## src/rtl/fixed_power.sv

```systemverilog
// fixed_power: iterative unsigned fixed-point exponentiation, base**n.
// Uses one shared DATA_W x DATA_W multiply per cycle, truncating each product
// and saturating the result to all-ones on overflow.
module fixed_power #(
    parameter int unsigned DATA_W = 20,
    parameter int unsigned FRAC_W = 10,
    parameter int unsigned EXP_W  = 3
) (
    input  logic              clk,
    input  logic              rst,
    input  logic              in_valid,
    input  logic [DATA_W-1:0] in_data_1,
    input  logic [EXP_W-1:0]  in_data_2,
    output logic              out_valid,
    output logic [DATA_W-1:0] out_data,
    output logic              out_ovf
);

    localparam int unsigned PROD_W = 2 * DATA_W;
    localparam logic [DATA_W-1:0] ONE = DATA_W'(1) << FRAC_W;
    localparam logic [DATA_W-1:0] SAT = '1;

    typedef enum logic [1:0] {
        S_IDLE,
        S_LOAD,
        S_MULT,
        S_DONE
    } state_t;

    state_t             r_state;
    logic [DATA_W-1:0]  r_base;
    logic [EXP_W-1:0]   r_exp;
    logic [DATA_W-1:0]  r_acc;
    logic [EXP_W-1:0]   r_cnt;
    logic               r_ovf;
    logic               r_out_valid;
    logic [DATA_W-1:0]  r_out_data;
    logic               r_out_ovf;

    state_t             w_state_nxt;
    logic [DATA_W-1:0]  w_base_nxt;
    logic [EXP_W-1:0]   w_exp_nxt;
    logic [DATA_W-1:0]  w_acc_nxt;
    logic [EXP_W-1:0]   w_cnt_nxt;
    logic               w_ovf_nxt;
    logic               w_out_valid_nxt;
    logic [DATA_W-1:0]  w_out_data_nxt;
    logic               w_out_ovf_nxt;

    logic [PROD_W-1:0]  w_prod;
    logic [PROD_W-1:0]  w_q;
    logic               w_q_ovf;

    // Full-precision product, truncated back to the fixed-point grid.
    assign w_prod  = PROD_W'(r_acc) * PROD_W'(r_base);
    assign w_q     = w_prod >> FRAC_W;
    assign w_q_ovf = |w_q[PROD_W-1:DATA_W];

    // State and datapath registers; reset clears everything immediately.
    always_ff @(posedge clk or posedge rst) begin
        if (rst) begin
            r_state     <= S_IDLE;
            r_base      <= '0;
            r_exp       <= '0;
            r_acc       <= '0;
            r_cnt       <= '0;
            r_ovf       <= 1'b0;
            r_out_valid <= 1'b0;
            r_out_data  <= '0;
            r_out_ovf   <= 1'b0;
        end else begin
            r_state     <= w_state_nxt;
            r_base      <= w_base_nxt;
            r_exp       <= w_exp_nxt;
            r_acc       <= w_acc_nxt;
            r_cnt       <= w_cnt_nxt;
            r_ovf       <= w_ovf_nxt;
            r_out_valid <= w_out_valid_nxt;
            r_out_data  <= w_out_data_nxt;
            r_out_ovf   <= w_out_ovf_nxt;
        end
    end

    // Next-state and next-register logic; the strobe defaults low, results hold.
    always_comb begin
        w_state_nxt     = r_state;
        w_base_nxt      = r_base;
        w_exp_nxt       = r_exp;
        w_acc_nxt       = r_acc;
        w_cnt_nxt       = r_cnt;
        w_ovf_nxt       = r_ovf;
        w_out_valid_nxt = 1'b0;
        w_out_data_nxt  = r_out_data;
        w_out_ovf_nxt   = r_out_ovf;

        case (r_state)
            S_IDLE: begin
                if (in_valid) begin
                    w_base_nxt  = in_data_1;
                    w_exp_nxt   = in_data_2;
                    w_state_nxt = S_LOAD;
                end
            end
            S_LOAD: begin
                if (in_valid) begin
                    w_base_nxt = in_data_1;
                    w_exp_nxt  = in_data_2;
                end else begin
                    w_acc_nxt   = ONE;
                    w_cnt_nxt   = r_exp;
                    w_ovf_nxt   = 1'b0;
                    w_state_nxt = S_MULT;
                end
            end
            S_MULT: begin
                if (r_cnt != '0) begin
                    if (w_q_ovf || r_ovf) begin
                        w_acc_nxt = SAT;
                        w_ovf_nxt = 1'b1;
                    end else begin
                        w_acc_nxt = w_q[DATA_W-1:0];
                    end
                    w_cnt_nxt = r_cnt - EXP_W'(1);
                end else begin
                    w_out_data_nxt  = r_acc;
                    w_out_ovf_nxt   = r_ovf;
                    w_out_valid_nxt = 1'b1;
                    w_state_nxt     = S_DONE;
                end
            end
            S_DONE: begin
                w_state_nxt = S_IDLE;
            end
            default: begin
                w_state_nxt = S_IDLE;
            end
        endcase
    end

    assign out_valid = r_out_valid;
    assign out_data  = r_out_data;
    assign out_ovf   = r_out_ovf;

endmodule
```

## config.mk

```make
export PLATFORM = sky130hd
export DESIGN_NAME = fixed_power
export DESIGN_NICKNAME = d
export VERILOG_FILES = /design/src/rtl/fixed_power.sv
export SDC_FILE = /design/constraint.sdc
export NUM_CORES = 1
export LEC_CHECK = 0
export BUFFER_PORTS_ARGS = -buffer_cell sky130_fd_sc_hd__buf_2
export CORE_ASPECT_RATIO = 0.75
export CORE_UTILIZATION = 45
export CTS_CLUSTER_SIZE = 24
export DETAILED_ROUTE_END_ITERATION = 10
export PLACE_DENSITY_LB_ADDON = 0.05
export SYNTH_ARGS = -nofsm -noshare
export SYNTH_HDL_FRONTEND = slang
export SYNTH_SLANG_ARGS = --single-unit
```

## constraint.sdc

```tcl
create_clock -name clk -period 18.3 [get_ports clk]
set_clock_uncertainty 0.15 [all_clocks]
set_input_delay 0.915 -clock clk [delete_from_list [all_inputs] [get_ports clk]]
set_output_delay 0.915 -clock clk [all_outputs]
set_load 0.05 [all_outputs]
```

# Yosys cells after proc, flatten, opt, wreduce, memory -nomap -nowiden
# Index checks and enable logic that the tools add are counted.
# totals
register_bits	71
output_inout_bits	22
elab_cells	48
# op_classes
n_addsub	1
multipliers	1
eq_ne	8
mux	17
bitwise_logic	1
reduce_logical	11
# ops
op	count
$mux W20	3
$mul A20 B20 Y40	1
$pmux W20 S2	1
$ne A2 B2 Y1 const B	5
$reduce_or A10 Y1	1
$pmux W2 S4	1
$mux W2	3
$mux W3	2
$pmux W3 S2	1
$reduce_and A3 Y1	2
$mux W1	5
$eq A2 B2 Y1 const B	2
$reduce_and A2 Y1	2
$reduce_and A4 Y1	1
$reduce_bool A3 Y1	1
$sub A3 B1 Y3 const B	1
$eq A2 B1 Y1 const B	1
$logic_not A2 Y1	1
$pmux W1 S2	1
$reduce_bool A2 Y1	1
$reduce_or A2 Y1	1
$logic_or A1 B1 Y1	1
$not A1 Y1	1

# Longest topological paths before layout
# Gate-level depths: netlist of the first run.
# logic_depth
depth_word	6
mapped_depth	28
depth_no_buf	25

# Least setup slack after synthesis of the first run
# Ideal clock, no wire load.
# synth_timing
path_type	reg2reg
from	register r_acc[7]
to	register r_acc[10]
setup_ns	0.151
t_arrival_ns	6.835
required_time_ns	17.999
slack_ns	11.164
path_stages_with_launch	26
n_path_buf	2
period_less_slack_ns	7.136
cell_sequence	dfrtp_1 clkbuf_1 nand2_1 fa_1 inv_1 fa_1 inv_1 fa_1 inv_1 fa_1 fa_1 fa_1 inv_1 fa_1 inv_1 ha_1 nand4_1 or4_1 or3_1 o221ai_2 o21ai_2 o21ai_2 xor2_1 nor4b_2 buf_6 a41oi_1
# synth_between
elab_chain_len	6
# synth_lines
element	line	rtl
from (decl)	33	logic [DATA_W-1:0] r_acc;
from (signal assigned)	75	r_acc <= w_acc_nxt;
$mul A20 B20 Y40 *	55	assign w_prod = PROD_W'(r_acc) * PROD_W'(r_base);
$reduce_or A10 Y1	57	assign w_q_ovf = |w_q[PROD_W-1:DATA_W];
$logic_or A1 B1 Y1	117	if (w_q_ovf || r_ovf) begin
$mux W20 *	117	
$mux W20 *	116	if (r_cnt != '0) begin
$pmux W20 S2 *	96	case (r_state)
# Mark *: on every way between the ends. The rest lies on a longest branch, timed or not. The select of a mux whose other input is x is not followed.
# A chain may end at the register's enable or synchronous reset.

# Final worst setup path of the first run
# layout_timing
from	register r_acc[6]
to	register r_acc[5]
# The elaborated chain is that of the path after synthesis.

==> results of run 1 <==
==> layout make-up <==
cell class / instances / area share
Clock inverter: 7 / 0.00495
Clock buffer: 9 / 0.0129
Multi-Input combinational cell: 1278 / 0.745
Inverter: 358 / 0.0772
Sequential cell: 71 / 0.102
Tap cell: 465 / 0.0334
Timing Repair Buffer: 74 / 0.0251
==> cells by family (layout without fill, tap and decap cells) <==
family | Yosys count | after routing
AOI/OAI and AO/OA | 185 | 185
DFF | 71 | 71
and+or+nand+nor | 566 | 566
muxes | 24 | 24
buffers and inverters | 467 | 448
adders and majority gates | 472 | 472
xor gates and xnor gates | 31 | 31
==> cells in the mapped netlist (5+ instances only) <==
library cell	n	area share
fa_1	319	0.39
nand4_1	7	0.0027
dfrtp_1	71	0.11
a21oi_1	78	0.024
xnor2_1	19	0.010
inv_1	358	0.081
a41oi_1	20	0.011
ha_1	153	0.12
xor2_1	12	0.0064
nand3_1	7	0.0021
a21o_1	7	0.0032
and2_1	252	0.095
o21a_1	5	0.0023
nor3_1	6	0.0018
clkbuf_1	96	0.022
buf_2	6	0.0018
mux2_2	23	0.016
nand2_1	242	0.055
o21ai_0	25	0.0076
nor2_1	27	0.0061
==> flip-flops by register name, summed over array words and instances, names as in the netlist <==
signal	cells
r_base	20
r_cnt	3
r_acc	20
r_exp	3
r_state	2
r_ovf	1
out_ovf	1
out_valid	1
out_data	20
==> per-stage QoR <==
stage	worst slack [ns]	cell area, sq um
floorplan	11.16	16500
global placement	9.62	17100
detailed placement	9.54	17100
CTS	9.42	17400
global route	8.98	17400
finish	9.46	17400
==> how the worst max path moves through the flow <==
stage	start	end	slack, ns
floorplan	r_acc[7]$_DFFE_PP0P_	r_acc[10]$_DFFE_PP0P_	11.16
global placement	r_acc[6]$_DFFE_PP0P_	r_acc[5]$_DFFE_PP0P_	9.62
detailed placement	r_acc[6]$_DFFE_PP0P_	r_acc[5]$_DFFE_PP0P_	9.54
CTS	r_acc[6]$_DFFE_PP0P_	r_acc[5]$_DFFE_PP0P_	9.42
global route	r_acc[6]$_DFFE_PP0P_	r_acc[5]$_DFFE_PP0P_	8.98
finish	r_acc[6]$_DFFE_PP0P_	r_acc[5]$_DFFE_PP0P_	9.46
==> critical path: cells and delay by family (launching register included) <==
kind                     cells  cell delay (ns)
XOR/XNOR                     1             0.11
buffers and inverters        6             0.58
flip-flops                   1             0.85
AO/OA/AOI/OAI                4             0.75
adder cells (fa/ha/maj)      8             3.91
AND/OR/NAND/NOR              5             2.28
==> cells in the final DEF (no fill, tap or decap), types with 3 or more instances in the layout <==
| cell | count |
|---|---|
| clkbuf_16 | 9 |
| or4_1 | 3 |
| a41oi_1 | 20 |
| and2_1 | 252 |
| buf_2 | 47 |
| o31ai_1 | 3 |
| nand3_1 | 7 |
| xnor2_1 | 19 |
| a211oi_1 | 3 |
| nand2b_1 | 3 |
| a21oi_1 | 78 |
| fa_1 | 319 |
| nand4_1 | 7 |
| buf_4 | 27 |
| nor3_1 | 6 |
| nor2b_1 | 3 |
| o21ai_2 | 3 |
| mux2_2 | 23 |
| o21bai_1 | 3 |
| ha_1 | 153 |
| a21o_1 | 7 |
| dfrtp_1 | 71 |
| inv_1 | 357 |
| a221o_1 | 3 |
| or3_1 | 4 |
| nand2_1 | 242 |
| o21ai_0 | 25 |
| nor2_1 | 27 |
| a31oi_1 | 3 |
| xor2_1 | 12 |
| o21a_1 | 5 |
==> per-layer routing <==
layer	vias up	wire length [um]
li1	5474	-
met1	6099	23200
met3	22	3030
met5	-	0
met2	326	18800
met4	0	312
==> flow_summary.ini, run 1 <==
[setup_path]
r2r-start = r_acc[6]$_DFFE_PP0P_
cp_cell_sequence = buf_4 -> nand2_1 -> fa_1 -> inv_1 -> fa_1 -> inv_1 -> fa_1 -> inv_1 -> fa_1 -> fa_1 -> fa_1 -> inv_1 -> fa_1 -> inv_1 -> ha_1 -> nand4_1 -> or4_1 -> or3_1 -> o221ai_2 -> o21ai_2 -> o21ai_2 -> xor2_1 -> nor4b_4 -> a41oi_1
criticalPathCategory = flop to flop
critPathSlowestCell = nor4b_4
required_ns = 18.32
reg2regPathDepth = 24
crit_top_cell = fa_1
crit_path_end_kind = flop
r2r_slack_ns = 9.46
crit_arrival_ns = 8.86
path_max_fanout = 21
r2r_end = r_acc[5]$_DFFE_PP0P_
cp-start-kind = flop
max_stage_delay_ns = 1.09

[cells_and_area]
n_fill_cell = 3542
stdcell_count = 2262
area_delta_synth_final_pct = 5.56
post-route-util = 0.484
drive_above_1_share = 0.0735
antenna_cells = 0
nets = 2290
multi_input_comb_area_sq_um = 13000
seq_area_sq_um = 1780

[grt]
globalRouteMet3Util = 0.0440
grt_pass1_wl_mm = 75.0
antenna_found_initial = 0
use_met1 = 0.414
grt_usage = 0.263
grt-busiest-layer = met1
grt_pass1_vias = 12787
grt_max_degree = 72
grt_overflow = 0
use_met2 = 0.385

[timing]
tightest_slew_ns = 1.26
relSlewSlack = 0.155
fin_crit_ns = 8.84
drv_slew = 0
period_share = 0.483
tns_ns = 0
hold_viol = 0
rsz0062_at_grt = no
clock.fmax_mhz = 113
setup_viol = 0
whs_ns = 0.324

[placement]
port_buffers = 47
dp_hpwl_mm = 35.0
gp_congestion = 0.882
dp.cells = 2246

[hold_path]
whs_endpoint = out_data[2]$_DFFE_PP0P_
hold_depth = 2
hp-class = flop to flop
hold_start = out_data[2]$_DFFE_PP0P_

[synth]
yosysUniqueCellTypes = 67
ys_seq_elements = 71
yosysSeqAreaShare = 0.108
synth_flop_cell = dfrtp_1
ys_async_sr_fraction = 1.00
synthXorXnorAreaFrac = 0.0164
synth_nets = 2314
synth_edf_count = 0
synth_compound_area_frac = 0.0747
synth-adder-area-share = 0.503
synth_cells = 1816
synthSimpleGateAreaFrac = 0.175
synth_mux_area_frac = 0.0163
avgSynthCellArea_sq_um = 9.09
synth_top_family_by_area = adder cells
ys.warnings.count = 0
synth_area_sq_um = 16500

[clocking]
cts_tree = built
clk_latency_ns = 0.39
clkSinkCount = 71
clk_path_buf_depth = 2
cts_setup_buffers = 0
clockRootBuffer = clkbuf_16
clk_pin_slew_ns = 0.08
cts_buffers = 9
cts_max_level = 3
holdBufCountCts = 0
cts_resized = 0

[detailed_routing]
wl_per_cell_um = 20.1
drtPass1Iterations = 7
vias = 11921
ant_nets = 0
drc = 0
totalWireLength_mm = 45.4
drtIter0Drc = 825
vias_per_cell = 5.27

[floorplanning]
die_w_um = 223
io_pins = 48
coreArea_sq_um = 36000
std_cell_rows = 60
die_h_um = 168
start_util = 0.458
dieArea_sq_um = 37500

[run_status]
outcome = finished, final reports clean

[run]
drv_cap = 0
Power of run 1 is left out: the tool's default activity adds up to more than one toggle a clock period on the data nets, which glitch-free logic cannot reach.
==> run 2: changes to the inputs <==
==> constraint.sdc (replaced) <==
create_clock -name clk -period 7.3 [get_ports clk]
set_clock_uncertainty 0.15 [all_clocks]
set_input_delay 0.365 -clock clk [delete_from_list [all_inputs] [get_ports clk]]
set_output_delay 0.365 -clock clk [all_outputs]
set_load 0.05 [all_outputs]
==> run 2 against run 1 <==
Compared with the run above: the run now ends with setup timing left; final cell count grew 6.9%; flip-flop and latch count is the same; sequential share of layout area shrank 0.83 points; final area grew 10%; critical path type unchanged; via count grew 5.3%; worst hold slack lost 0.25 ns; largest cell class unchanged; count of clock-buffer cells in the layout grew 1; setup slack lost 9.5 ns; maximum frequency grew 21%; utilization grew 4.9 points; non-clock buffer count grew 157.
==> flow_summary.ini, run 2 (synthesis results as in run 1) <==
[clocking]
clk_latency_ns = 0.37
clkSinkCount = 71
clk_pin_slew_ns = 0.07
clockRootBuffer = clkbuf_16
holdBufCountCts = 0
cts_max_level = 3
cts_buffers = 9
cts_tree = built
clk_path_buf_depth = 2

[setup_path]
crit_path_end_kind = flop
critPathSlowestCell = fa_1
crit_top_cell = fa_1
required_ns = 7.38
max_stage_delay_ns = 0.54
cp-start-kind = flop
criticalPathCategory = flop to flop
crit_arrival_ns = 7.40
path_max_fanout = 6

[timing]
drv_slew = 0
setup_viol = 15
rsz0062_at_grt = yes
relSlewSlack = 0.294
period_share = 1.00
fin_crit_ns = 7.32
setup_slack_ns = -0.0234
whs_ns = 0.0733
tightest_slew_ns = 1.06
hold_viol = 0
clock.fmax_mhz = 137

[grt]
grt_usage = 0.267
grt_pass1_vias = 13446
grt_max_degree = 72
antenna_found_initial = 1
grt_overflow = 0
grt_pass1_wl_mm = 76.4

[placement]
port_buffers = 47
gp_congestion = 0.882
dp_hpwl_mm = 39.1
dp_slack_ns = -0.194

[detailed_routing]
wl_per_cell_um = 19.3
vias = 12553
drc = 0
drtIter0Drc = 716
vias_per_cell = 5.19
totalWireLength_mm = 46.7
ant_nets = 0
drtPass1Iterations = 4

[floorplanning]
coreArea_sq_um = 36000
start_util = 0.458
std_cell_rows = 60
io_pins = 48
die_h_um = 168
die_w_um = 223
dieArea_sq_um = 37500

[cells_and_area]
layout_commonest_cell = inv_1
final_cell_mix = inv_1 (344), fa_1 (307), and2_1 (248), nand2_1 (238), buf_4 (160)
drive_above_1_share = 0.193
antenna_cells = 0
nets = 2447
area_delta_synth_final_pct = 16.2

[run]
drv_cap = 0

[run_status]
outcome = finished with violations
violations = setup timing

[hold_path]
hp-class = input port to flop
[run 2: worst paths after layout]
kind,startpoint,endpoint,slack [ns],cells past startpoint
max,r_acc[7]$_DFFE_PP0P_,r_acc[6]$_DFFE_PP0P_,-0.02,26
min in group asynchronous,rst,r_cnt[2]$_DFFE_PP0P_,0.14,3
min reg2reg,out_data[4]$_DFFE_PP0P_,out_data[4]$_DFFE_PP0P_,0.32,2
max reg2reg,r_acc[7]$_DFFE_PP0P_,r_acc[6]$_DFFE_PP0P_,-0.02,26
max in group asynchronous,rst,r_base[7]$_DFFE_PP0P_,6.06,3
min,in_data_2[1],r_exp[1]$_DFFE_PP0P_,0.07,2
[run 2: cell type report]
type	count	area (sq um)
fillers	3433	16800
multi-input cells	1278	13400
clock inverters	6	67.6
flip-flops and latches	71	1800
well taps	465	582
inverters	358	1350
clock buffers	10	239
repair buffers	231	1800
[run 2: metal layers]
layer  vias up  routed length [um]  GRT usage
met5         -                  13          0
met2       289               19600      0.391
met4         2                 583     0.0450
met1      6443               23900      0.412
met3        43                2620     0.0517
li1       5776                   -          -
[run 2: repair_timing]
action / in CTS / in global routing
cloned: 1 / 2
setup endpoints to repair: 21 / 21
gates resized for setup: 72 / 46
pin swaps: 40 / 25
buffers inserted: 18 / 6
[run 2: worst max-delay path: cells and delay by family (launching register included)]
kind            cells  cell delay (ns)
xor+xnor            1             0.10
buf+inv             8             0.88
fa+ha+maj           8             3.69
flops               1             0.41
simple gates        5             1.36
compound gates      4             0.56
[run 2: stage by stage]
step | std cells | TNS (ns) | util | cell area (sq um)
3_5_place_dp | 2376 | -2.61 | 0.505 | 18200
5_1_grt | 2419 | -5.47 | 0.532 | 19200
4_1_cts | 2411 | -0.223 | 0.525 | 18900
6_report | 2419 | -0.222 | 0.532 | 19200
3_3_place_gp | 2376 | -2.92 | 0.505 | 18200
2_1_floorplan | 1816 | 0 | - | 16500
Power of run 2 is left out for the same reason.
